===== config.mk =====
export PLATFORM = sky130hd
export DESIGN_NAME = uart_cmd_parser
export DESIGN_NICKNAME = d
export VERILOG_FILES = /design/src/rtl/uart_cmd_pkg.sv /design/src/rtl/dec_accum.sv /design/src/rtl/uart_cmd_parser.sv
export SDC_FILE = /design/constraint.sdc
export NUM_CORES = 1
export LEC_CHECK = 0
export ABC_AREA = 1
export CORE_UTILIZATION = 39
export CTS_CLUSTER_SIZE = 20
export DETAILED_ROUTE_END_ITERATION = 10
export PLACE_DENSITY = 0.67
export SYNTH_ARGS = -nofsm -noshare
export SYNTH_HDL_FRONTEND = slang
export SYNTH_HIERARCHICAL = 1
export SYNTH_SLANG_ARGS = --single-unit

===== constraint.sdc =====
create_clock -name clk -period 4.94 [get_ports clk]
set_clock_uncertainty 0.05 [all_clocks]
set_input_delay 0.988 -clock clk [delete_from_list [all_inputs] [get_ports clk]]
set_output_delay 0.988 -clock clk [all_outputs]
set_load 0.05 [all_outputs]

===== src/rtl/uart_cmd_pkg.sv =====
// Shared constants for the UART command-line parser: ASCII codes, FSM encodings, field widths.
package uart_cmd_pkg;

    localparam int LOC_W = 12;
    localparam int DIS_W = 13;
    localparam int ACC_W = 14;

    localparam logic [7:0] CH_L     = 8'h4C;
    localparam logic [7:0] CH_D     = 8'h44;
    localparam logic [7:0] CH_COLON = 8'h3A;
    localparam logic [7:0] CH_COMMA = 8'h2C;
    localparam logic [7:0] CH_CR    = 8'h0D;
    localparam logic [7:0] CH_LF    = 8'h0A;
    localparam logic [7:0] CH_0     = 8'h30;
    localparam logic [7:0] CH_9     = 8'h39;

    localparam logic [2:0] ST_IDLE    = 3'd0;
    localparam logic [2:0] ST_COLON   = 3'd1;
    localparam logic [2:0] ST_NUM1    = 3'd2;
    localparam logic [2:0] ST_NUM2    = 3'd3;
    localparam logic [2:0] ST_DISCARD = 3'd4;

    function automatic logic is_term(input logic [7:0] b);
        return (b == CH_CR) || (b == CH_LF);
    endfunction

    function automatic logic is_digit(input logic [7:0] b);
        return (b >= CH_0) && (b <= CH_9);
    endfunction

endpackage


===== src/rtl/dec_accum.sv =====
// Decimal field accumulator: acc = acc*10 + digit, with digit-count and range lookahead.
module dec_accum
    import uart_cmd_pkg::*;
#(
    parameter int MAX_DIGITS = 4
) (
    input  logic             clk,
    input  logic             rst_n,
    input  logic             clr,
    input  logic             digit_en,
    input  logic [3:0]       digit,
    input  logic [ACC_W-1:0] limit,
    output logic [ACC_W-1:0] value,
    output logic             ovf,
    output logic             empty
);
    localparam int DW = $clog2(MAX_DIGITS + 1);

    logic [ACC_W-1:0] acc_q, acc_d, acc_nxt;
    logic [DW-1:0]    digits_q, digits_d;

    always_comb begin
        acc_nxt  = (acc_q << 3) + (acc_q << 1) + {{(ACC_W-4){1'b0}}, digit};
        acc_d    = acc_q;
        digits_d = digits_q;
        if (clr) begin
            acc_d    = '0;
            digits_d = '0;
        end else if (digit_en) begin
            acc_d    = acc_nxt;
            digits_d = digits_q + DW'(1);
        end
    end

    always_ff @(posedge clk) begin
        if (!rst_n) begin
            acc_q    <= '0;
            digits_q <= '0;
        end else begin
            acc_q    <= acc_d;
            digits_q <= digits_d;
        end
    end

    // ovf describes the digit currently presented, so the parent can reject it before accepting
    assign ovf   = (digits_q == DW'(MAX_DIGITS)) || (acc_nxt > limit);
    assign value = acc_q;
    assign empty = (digits_q == '0);

endmodule


===== src/rtl/uart_cmd_parser.sv =====
// Parses "L:<x>,<y>" and "D:<d>" ASCII lines from uart_rx into one-cycle command strobes.
module uart_cmd_parser
    import uart_cmd_pkg::*;
#(
    parameter int CLK_FRE    = 50,
    parameter int TIMEOUT_US = 1000,
    parameter int MAX_DIGITS = 4,
    parameter int LOC_MAX    = 4095,
    parameter int DIS_MAX    = 8191
) (
    input  logic             clk,
    input  logic             rst_n,
    input  logic [7:0]       rx_data,
    input  logic             rx_data_valid,
    output logic             rx_data_ready,
    output logic [LOC_W-1:0] cmd_loc_x,
    output logic [LOC_W-1:0] cmd_loc_y,
    output logic             cmd_loc_valid,
    output logic [DIS_W-1:0] cmd_dis,
    output logic             cmd_dis_valid,
    output logic             cmd_err,
    output logic [7:0]       err_cnt
);
    localparam int TO_CYC = CLK_FRE * TIMEOUT_US;
    localparam int TO_W   = $clog2(TO_CYC + 1);

    logic [2:0]       state_q, state_d;
    logic             op_loc_q, op_loc_d;
    logic [LOC_W-1:0] x_tmp_q, x_tmp_d;
    logic [LOC_W-1:0] loc_x_q, loc_x_d, loc_y_q, loc_y_d;
    logic [DIS_W-1:0] dis_q, dis_d;
    logic             loc_vld_q, loc_vld_d, dis_vld_q, dis_vld_d;
    logic             err_q, err_d, rdy_q, rdy_d;
    logic [7:0]       err_cnt_q, err_cnt_d;
    logic [TO_W-1:0]  tmo_q, tmo_d;

    logic             acc_clr, acc_en, acc_ovf, acc_empty;
    logic [ACC_W-1:0] acc_val, acc_limit;
    logic             byte_ok, is_dig, is_trm, expire, fail, fld_ok;

    dec_accum #(.MAX_DIGITS(MAX_DIGITS)) u_acc (
        .clk      (clk),
        .rst_n    (rst_n),
        .clr      (acc_clr),
        .digit_en (acc_en),
        .digit    (rx_data[3:0]),
        .limit    (acc_limit),
        .value    (acc_val),
        .ovf      (acc_ovf),
        .empty    (acc_empty)
    );

    assign byte_ok   = rx_data_valid && rdy_q;
    assign is_dig    = is_digit(rx_data);
    assign is_trm    = is_term(rx_data);
    assign acc_limit = op_loc_q ? ACC_W'(LOC_MAX) : ACC_W'(DIS_MAX);
    // the high-bit test never trips after a range-checked digit; it just keeps truncation honest
    assign fld_ok    = !acc_empty && (acc_val[ACC_W-1:DIS_W] == '0);
    assign expire    = (state_q != ST_IDLE) && !byte_ok && (tmo_q == TO_W'(TO_CYC - 1));

    always_comb begin
        state_d   = state_q;
        op_loc_d  = op_loc_q;
        x_tmp_d   = x_tmp_q;
        loc_x_d   = loc_x_q;
        loc_y_d   = loc_y_q;
        dis_d     = dis_q;
        loc_vld_d = 1'b0;
        dis_vld_d = 1'b0;
        fail      = 1'b0;
        acc_clr   = 1'b0;
        acc_en    = 1'b0;
        if (byte_ok) begin
            case (state_q)
                ST_IDLE: begin
                    if (rx_data == CH_L || rx_data == CH_D) begin
                        op_loc_d = (rx_data == CH_L);
                        state_d  = ST_COLON;
                    end else if (!is_trm) begin
                        fail = 1'b1;
                    end
                end
                ST_COLON: begin
                    if (rx_data == CH_COLON) begin
                        acc_clr = 1'b1;
                        state_d = ST_NUM1;
                    end else begin
                        fail = 1'b1;
                    end
                end
                ST_NUM1, ST_NUM2: begin
                    if (is_dig) begin
                        if (acc_ovf) fail = 1'b1;
                        else         acc_en = 1'b1;
                    end else if (rx_data == CH_COMMA && state_q == ST_NUM1 && op_loc_q) begin
                        if (fld_ok) begin
                            x_tmp_d = acc_val[LOC_W-1:0];
                            acc_clr = 1'b1;
                            state_d = ST_NUM2;
                        end else begin
                            fail = 1'b1;
                        end
                    end else if (is_trm && (state_q == ST_NUM2 || !op_loc_q)) begin
                        if (!fld_ok) begin
                            fail = 1'b1;
                        end else if (op_loc_q) begin
                            loc_x_d   = x_tmp_q;
                            loc_y_d   = acc_val[LOC_W-1:0];
                            loc_vld_d = 1'b1;
                            state_d   = ST_IDLE;
                        end else begin
                            dis_d     = acc_val[DIS_W-1:0];
                            dis_vld_d = 1'b1;
                            state_d   = ST_IDLE;
                        end
                    end else begin
                        fail = 1'b1;
                    end
                end
                ST_DISCARD: begin
                    if (is_trm) state_d = ST_IDLE;
                end
                default: state_d = ST_IDLE;
            endcase
            // a bad terminator already ends the line, so there is nothing left to discard
            if (fail) state_d = is_trm ? ST_IDLE : ST_DISCARD;
        end else if (expire) begin
            state_d = ST_IDLE;
        end
    end

    always_comb begin
        err_d     = fail || (expire && state_q != ST_DISCARD);
        err_cnt_d = (err_d && err_cnt_q != 8'hFF) ? err_cnt_q + 8'd1 : err_cnt_q;
        tmo_d     = (state_q == ST_IDLE || byte_ok) ? '0 : tmo_q + TO_W'(1);
        rdy_d     = 1'b1;
    end

    always_ff @(posedge clk) begin
        if (!rst_n) begin
            state_q   <= ST_IDLE;
            op_loc_q  <= 1'b0;
            x_tmp_q   <= '0;
            loc_x_q   <= '0;
            loc_y_q   <= '0;
            dis_q     <= '0;
            loc_vld_q <= 1'b0;
            dis_vld_q <= 1'b0;
            err_q     <= 1'b0;
            err_cnt_q <= '0;
            tmo_q     <= '0;
            rdy_q     <= 1'b0;
        end else begin
            state_q   <= state_d;
            op_loc_q  <= op_loc_d;
            x_tmp_q   <= x_tmp_d;
            loc_x_q   <= loc_x_d;
            loc_y_q   <= loc_y_d;
            dis_q     <= dis_d;
            loc_vld_q <= loc_vld_d;
            dis_vld_q <= dis_vld_d;
            err_q     <= err_d;
            err_cnt_q <= err_cnt_d;
            tmo_q     <= tmo_d;
            rdy_q     <= rdy_d;
        end
    end

    assign rx_data_ready = rdy_q;
    assign cmd_loc_x     = loc_x_q;
    assign cmd_loc_y     = loc_y_q;
    assign cmd_loc_valid = loc_vld_q;
    assign cmd_dis       = dis_q;
    assign cmd_dis_valid = dis_vld_q;
    assign cmd_err       = err_q;
    assign err_cnt       = err_cnt_q;

endmodule


==> reports/qor.csv, run 1 <==
stage,metric,value,unit
outcome,status,"complete, no violations",
floorplanning,start_util,40.5,%
setup_path,rrSetupSlack,920,ps
place,hpwl,9530,um
cts,postCtsHoldBufs,0,
cts,clock_latency,350,ps
setup_path,cp.arrival,4770,ps
global_routing,grt_start_max_net_pins,58,
route,drtAntennaViolNets,0,
synth,synth_cell_types,39,
global_routing,grt_usage,18.3,%
synth,yosys_warnings,6,
floorplanning,num_rows,42,
setup_path,path_common_cell,nand2_1,
global_routing,grt_pass1_wl,21300,um
finish,drive_gt1_share,7.83,%
cts,numClockSinks,98,
place,dp_cells,1028,
global_routing,gr-total-overflow,0,
synth,synth.avg_cell_area,6.95,sq um
synth,netlist_instances,781,
synth,synth-edff-count,0,
timing,fmax,218,MHz
synth,yosysSeqAreaShare,36.2,%
timing,slew_violations,0,
route,vias_per_cell,4.77,
synth,ys_async_sr_fraction,0,%
setup_path,crit_fanout,6,
global_routing,antenna_found_initial,0,
timing,rsz0062_at_grt,true,
floorplanning,pin_count,60,
floorplanning,die_h,120,um
timing,fin_crit,4590,ps
run,maxCapViolations,0,
min_path,holdCritStartpoint,x_tmp_q[2],
route,dr_total_vias,4983,
pwr,power_density,247,nW/um^2
place,portBuffers,59,
pwr,ir_worst_vdd,0.162,mV
route,drc,0,
timing,period_share,92.9,%
setup_path,r2r-start,u_acc/value[0],
setup_path,cp-startpoint,rx_data[3],
route,first_iter_violations,351,
synth,syn_area,5430,sq um
cts,cts_tree,done,
route,finalWirelength,12500,um
finish,instances_no_fill,1044,
cts,clk_pin_slew,70,ps
cts,h-tree-depth,3,
floorplanning,dieArea,14400,sq um
pwr,p_leak,0.00323,uW
cts,clockBufferDepth,2,
route,wl_per_cell,12.0,um
setup_path,crit_type,in2reg,
floorplanning,coreArea,13400,sq um
timing,setup_viol,0,
finish,area_delta_synth_final,22.8,%
synth,synth_flop_cell,dfxtp_1,
setup_path,critPathLaunchType,primary input,
finish,antenna_cells,0,
timing,slew_headroom,58.0,%
setup_path,slowest_delay,530,ps
finish,postLayoutCoreUtil,49.7,%
finish,nets,916,
min_path,hold_class,reg2reg,
timing,hold_violations,0,
timing,tightest_slew,630,ps
cts,cts_made_buffers,9,
cts,cts-root-buf,clkbuf_16,
setup_path,slowest_stage,fa_1,
place,gp_congestion,0.872,
floorplanning,die_w,120,um
route,drtPass1Iterations,5,
setup_path,crit_required,5130,ps
synth,yosys_register_bits,98,
global_routing,grt_pass1_vias,4656,
setup_path,cp-end-kind,register,
-- power breakdown --
group / internal, uW / switching, uW
registers: 794 / 5.27
clock network: 407 / 330
logic: 38.7 / 68.9
total: 1240 / 404
-- worst max-delay path, delay by kind of cell --
family	cells	cell delay, ps
buffers and inverters	8	950
AOI/OAI and AO/OA	1	130
adders and majority gates	3	1100
and+or+nand+nor	19	1630
-- what timing repair did --
item / 4_1_cts / 5_1_grt
gates resized for setup: 0 / 11
hold endpoints to repair: 0 / 0
endpoints found under the setup margin: 0 / 22
buffers inserted: 0 / 0
-- flip-flops by register name, summed over array words and instances, names as in the netlist, 3 cells and up --
signal          flops
state_q             3
tmo_q              16
err_cnt             8
u_acc/digits_q      3
cmd_loc_y          12
cmd_dis            13
u_acc/value        14
cmd_loc_x          12
x_tmp_q            12
-- cell type report --
cell class                      count  area, sq um
Inverter                          131          492
Fill cell                        1368         6740
Tap cell                          176          220
Clock buffer                        9          225
Timing Repair Buffer               77          724
Sequential cell                    98         1960
Multi-Input combinational cell    546         2940
Clock inverter                      7         92.6
-- cell families (layout without fill, tap and decap cells) --
family | after synthesis | after routing | synth area share (%)
AOI/OAI and AO/OA | 159 | 159 | 15.3
other | 2 | 13 | 0.138
and+or+nand+nor | 323 | 323 | 25.9
DFF | 98 | 98 | 36.2
buffers and inverters | 148 | 224 | 11.0
adders and majority gates | 42 | 42 | 9.96
xor gates and xnor gates | 9 | 9 | 1.45
-- final timing paths --
path,end,cells past startpoint
setup / recovery,err_cnt[6],31
hold / removal,cmd_loc_x[2],2
setup reg to reg,err_cnt[6],30
hold reg to reg,cmd_loc_x[2],2
-- synth_stat cells (2+ instances only) --
master    count  share of area, %
buf_4         2              0.28
inv_2         3              0.21
clkinv_1      2              0.14
xnor2_1       2              0.32
nand2_2       8              0.92
xor2_1        7               1.1
o21ai_1      33               3.0
inv_1       126               8.7
conb_1        2              0.14
nand4_1      12               1.4
o21ai_0      42               3.9
dfxtp_1      98                36
nor2_1      103               7.1
nor2_2        4              0.46
nor2_4        3              0.62
buf_6         4              0.83
clkbuf_1      6              0.42
nand3_1      49               4.5
buf_2         5              0.46
nor3_1        5              0.46
a21oi_1      76               7.0
nand2_1     132               9.1
ha_1         40               9.2
fa_1          2              0.74
-- metal layers --
layer  share of wire [%]  up-vias  global-route usage [%]
met1                  47     2233                    23.2
met4                 1.8        0                    6.64
met5                   0        -                       0
met2                  49       68                    31.0
met3                 2.8       19                    3.33
li1                    -     2663                       -
-- metrics by stage --
step	total power (uW)	setup WS, ps	TNS [ps]	cell area, sq um	hold slack [ps]
2_1_floorplan	891	790	0	5470	379
3_3_place_gp	921	-56.3	-263	6300	393
3_5_place_dp	922	-165	-1030	6300	397
4_1_cts	1660	184	0	6620	407
5_1_grt	1710	-60.0	-75.8	6660	426
6_report	1640	352	0	6660	406
-- cell usage in the layout (no fill, tap or decap), drive strengths merged, types with 2 or more instances in the layout --
| cell type | count |
|---|---|
| nor3 | 6 |
| inv | 133 |
| clkinv | 4 |
| o21ai | 76 |
| dfxtp | 98 |
| clkdlybuf4s50 | 58 |
| nor2 | 111 |
| clkbuf | 9 |
| buf | 19 |
| nand2 | 141 |
| fa | 2 |
| conb | 13 |
| xnor2 | 2 |
| nand4 | 12 |
| ha | 40 |
| nand3 | 50 |
| xor2 | 7 |
| a21oi | 77 |
No activity file was read; power rests on OpenSTA's default activity.
==> run 2, diff against run 1 <==
- CTS_BUF_LIST: default -> sky130_fd_sc_hd__clkbuf_16
==> results of run 2 <==
Final layout, timing and power as in run 1 (identical DEF).
==> run 3, diff against run 2 <==
- ABC_AREA: 1 -> default
- CAP_MARGIN: default -> 20
==> run 3 against run 2 <==
  * Synthesized cell count is 17% lower
  * Clock power down 3.7%
  * Combinational power fell by 18%
  * Largest power group unchanged
  * Highest routed layer unchanged
==> reports/qor.csv, run 3 <==
stage,metric,value,unit
pwr,power_density,228,nW/um^2
finish,final_cell_mix,"109 x nand2_1, 97 x dfxtp_1, 55 x clkdlybuf4s50_1, 50 x buf_4, 39 x nor2_1",
cts,clock_latency,360,ps
route,dr_wl_met2,6380,um
timing,fin_ws,165,ps
route,dr_total_vias,4951,
finish,antenna_cells,0,
global_routing,antenna_found_initial,0,
place,gp_congestion,0.921,
floorplanning,num_rows,42,
place,portBuffers,59,
finish,drive_gt1_share,14.4,%
route,drtAntennaViolNets,0,
finish,final_common_cell,nand2_1,
global_routing,grt_pass1_vias,4693,
cts,cts-root-buf,clkbuf_16,
timing,fin_crit,4770,ps
place,hpwl,10000,um
setup_path,crit_type,in2reg,
finish,finish.instance_area,7000,sq um
timing,period_share,96.7,%
cts,clk_pin_slew,70,ps
global_routing,grt_start_max_net_pins,77,
finish,largest-register,tmo_q,
synth,synth_common_cells,"111 x nand2_1, 98 x dfxtp_1, 42 x nor2_1",
timing,slew_headroom,43.0,%
global_routing,gr-total-overflow,0,
cts,cts_made_buffers,9,
setup_path,cp-end-kind,register,
pwr,p_leak,0.00282,uW
pwr,ir_worst_vdd,0.135,mV
finish,nets,804,
synth,syn_area,5440,sq um
synth,synth_most_common_cell,nand2_1,
synth,ys_async_sr_fraction,0,%
place,dp_slack,-742,ps
cts,h-tree-depth,3,
floorplanning,die_h,120,um
route,drtPass1Iterations,5,
finish,area_delta_synth_final,28.9,%
synth,synth_top_area_share,36.1,%
setup_path,crit_required,5190,ps
route,vias_per_cell,5.31,
cts,numClockSinks,98,
timing,slew_violations,0,
route,finalWirelength,13800,um
synth,yosysSeqAreaShare,36.1,%
route,wl_met3,746,um
route,wl_per_cell,14.8,um
timing,tightest_slew,855,ps
cts,clockBufferDepth,2,
synth,ys_top_cells_by_area,"dfxtp_1 36%, ha_1 9.2%, nand2_1 7.7%",
global_routing,grt_usage,19.7,%
synth,synth_flop_cell,dfxtp_1,
synth,yosys_register_bits,98,
finish,largest_register_ffs,16,
finish,postLayoutCoreUtil,52.3,%
setup_path,cp.arrival,5030,ps
outcome,status,"complete, no violations",
setup_path,crit_fanout,4,
synth,synth.avg_cell_area,8.41,sq um
cts,cts_tree,done,
setup_path,critPathLaunchType,primary input,
synth,synth_cell_types,67,
floorplanning,start_util,40.6,%
route,drc,0,
synth,synth-edff-count,0,
timing,fmax,209,MHz
global_routing,grt_pass1_wl,22600,um
floorplanning,dieArea,14400,sq um
timing,setup_viol,0,
route,top_layer_used,met4,
route,first_iter_violations,387,
route,drt-met1-wl,6290,um
place,placed_area,6460,sq um
synth,netlist_instances,646,
floorplanning,pin_count,60,
synth,yosys_warnings,6,
floorplanning,die_w,120,um
synth,yosysTopAreaCell,dfxtp_1,
timing,hold_violations,0,
min_path,hold_class,reg2reg,
run,maxCapViolations,0,
floorplanning,coreArea,13400,sq um
## run 3: area by class of cell
class                   count  area (sq um)
clock buffers               9           225
clock inverters             7          67.6
fillers                  1184          6400
inverters                  35           136
multi-input cells         497          3410
flip-flops and latches     98          1960
well taps                 176           220
repair buffers            110           981
## run 3: stage by stage
step	hold slack (ps)	setup TNS (ps)	total power [uW]	std cells
floorplan	380	0	867	657
detailed placement	406	-18340	898	904
CTS	415	0	1600	927
global route	428	-28.5	1650	932
global placement	389	-15560	897	904
finish	415	0	1600	932
## run 3: routing by layer
metal	vias up	track usage, %
met2	148	31.7
met1	2332	24.7
met3	38	4.56
li1	2433	-
met4	0	9.38
met5	-	0
## run 3: report_power, final
group          switching (uW)  leakage [uW]  internal, uW
Clock                     319      0.000141           391
Combinational            50.9       0.00189          37.4
Sequential               4.75      0.000790           793
## run 3: cells by family after synthesis
family	Yosys count	synth area share, %
simple gates	278	25.2
compound gates	110	14.7
flops	98	36.1
buf+inv	62	4.60
fa+ha+maj	42	9.94
mux	28	5.16
xor+xnor	26	4.19
other cells	2	0.138
## run 3: final timing paths
| path | end | cells after the start | from | slack [ps] |
|---|---|---|---|---|
| setup / recovery | u_acc/value[10] | 22 | rx_data[3] | 170 |
| hold / removal | cmd_loc_x[6] | 2 | cmd_loc_x[6] | 410 |
| setup reg to reg | u_acc/value[10] | 19 | u_acc/value[7] | 270 |
| hold reg to reg | cmd_loc_x[6] | 2 | cmd_loc_x[6] | 410 |
## run 3: critical path, stage by stage
cell	delay [ps]
buf_8	80
clkinv_4	40
fa_2	550
inv_1	70
ha_4	220
a21oi_4	180
nor2_4	70
o2111ai_2	190
nand3b_1	120
xnor2_1	160
ha_1	320
nand4_1	140
nor3_2	170
buf_4	140
nand2_2	40
a22o_1	180
nand3b_1	220
nor3_4	270
nand2_1	100
or3_1	380
a311o_1	330
nand3_1	60
## run 3: repair_timing
action,CTS,global route
endpoints found under the setup margin,29,29
hold buffers,0,0
endpoints found under the hold margin,0,0
setup buffers,7,7
pin swaps,18,25
gates resized for setup,17,35
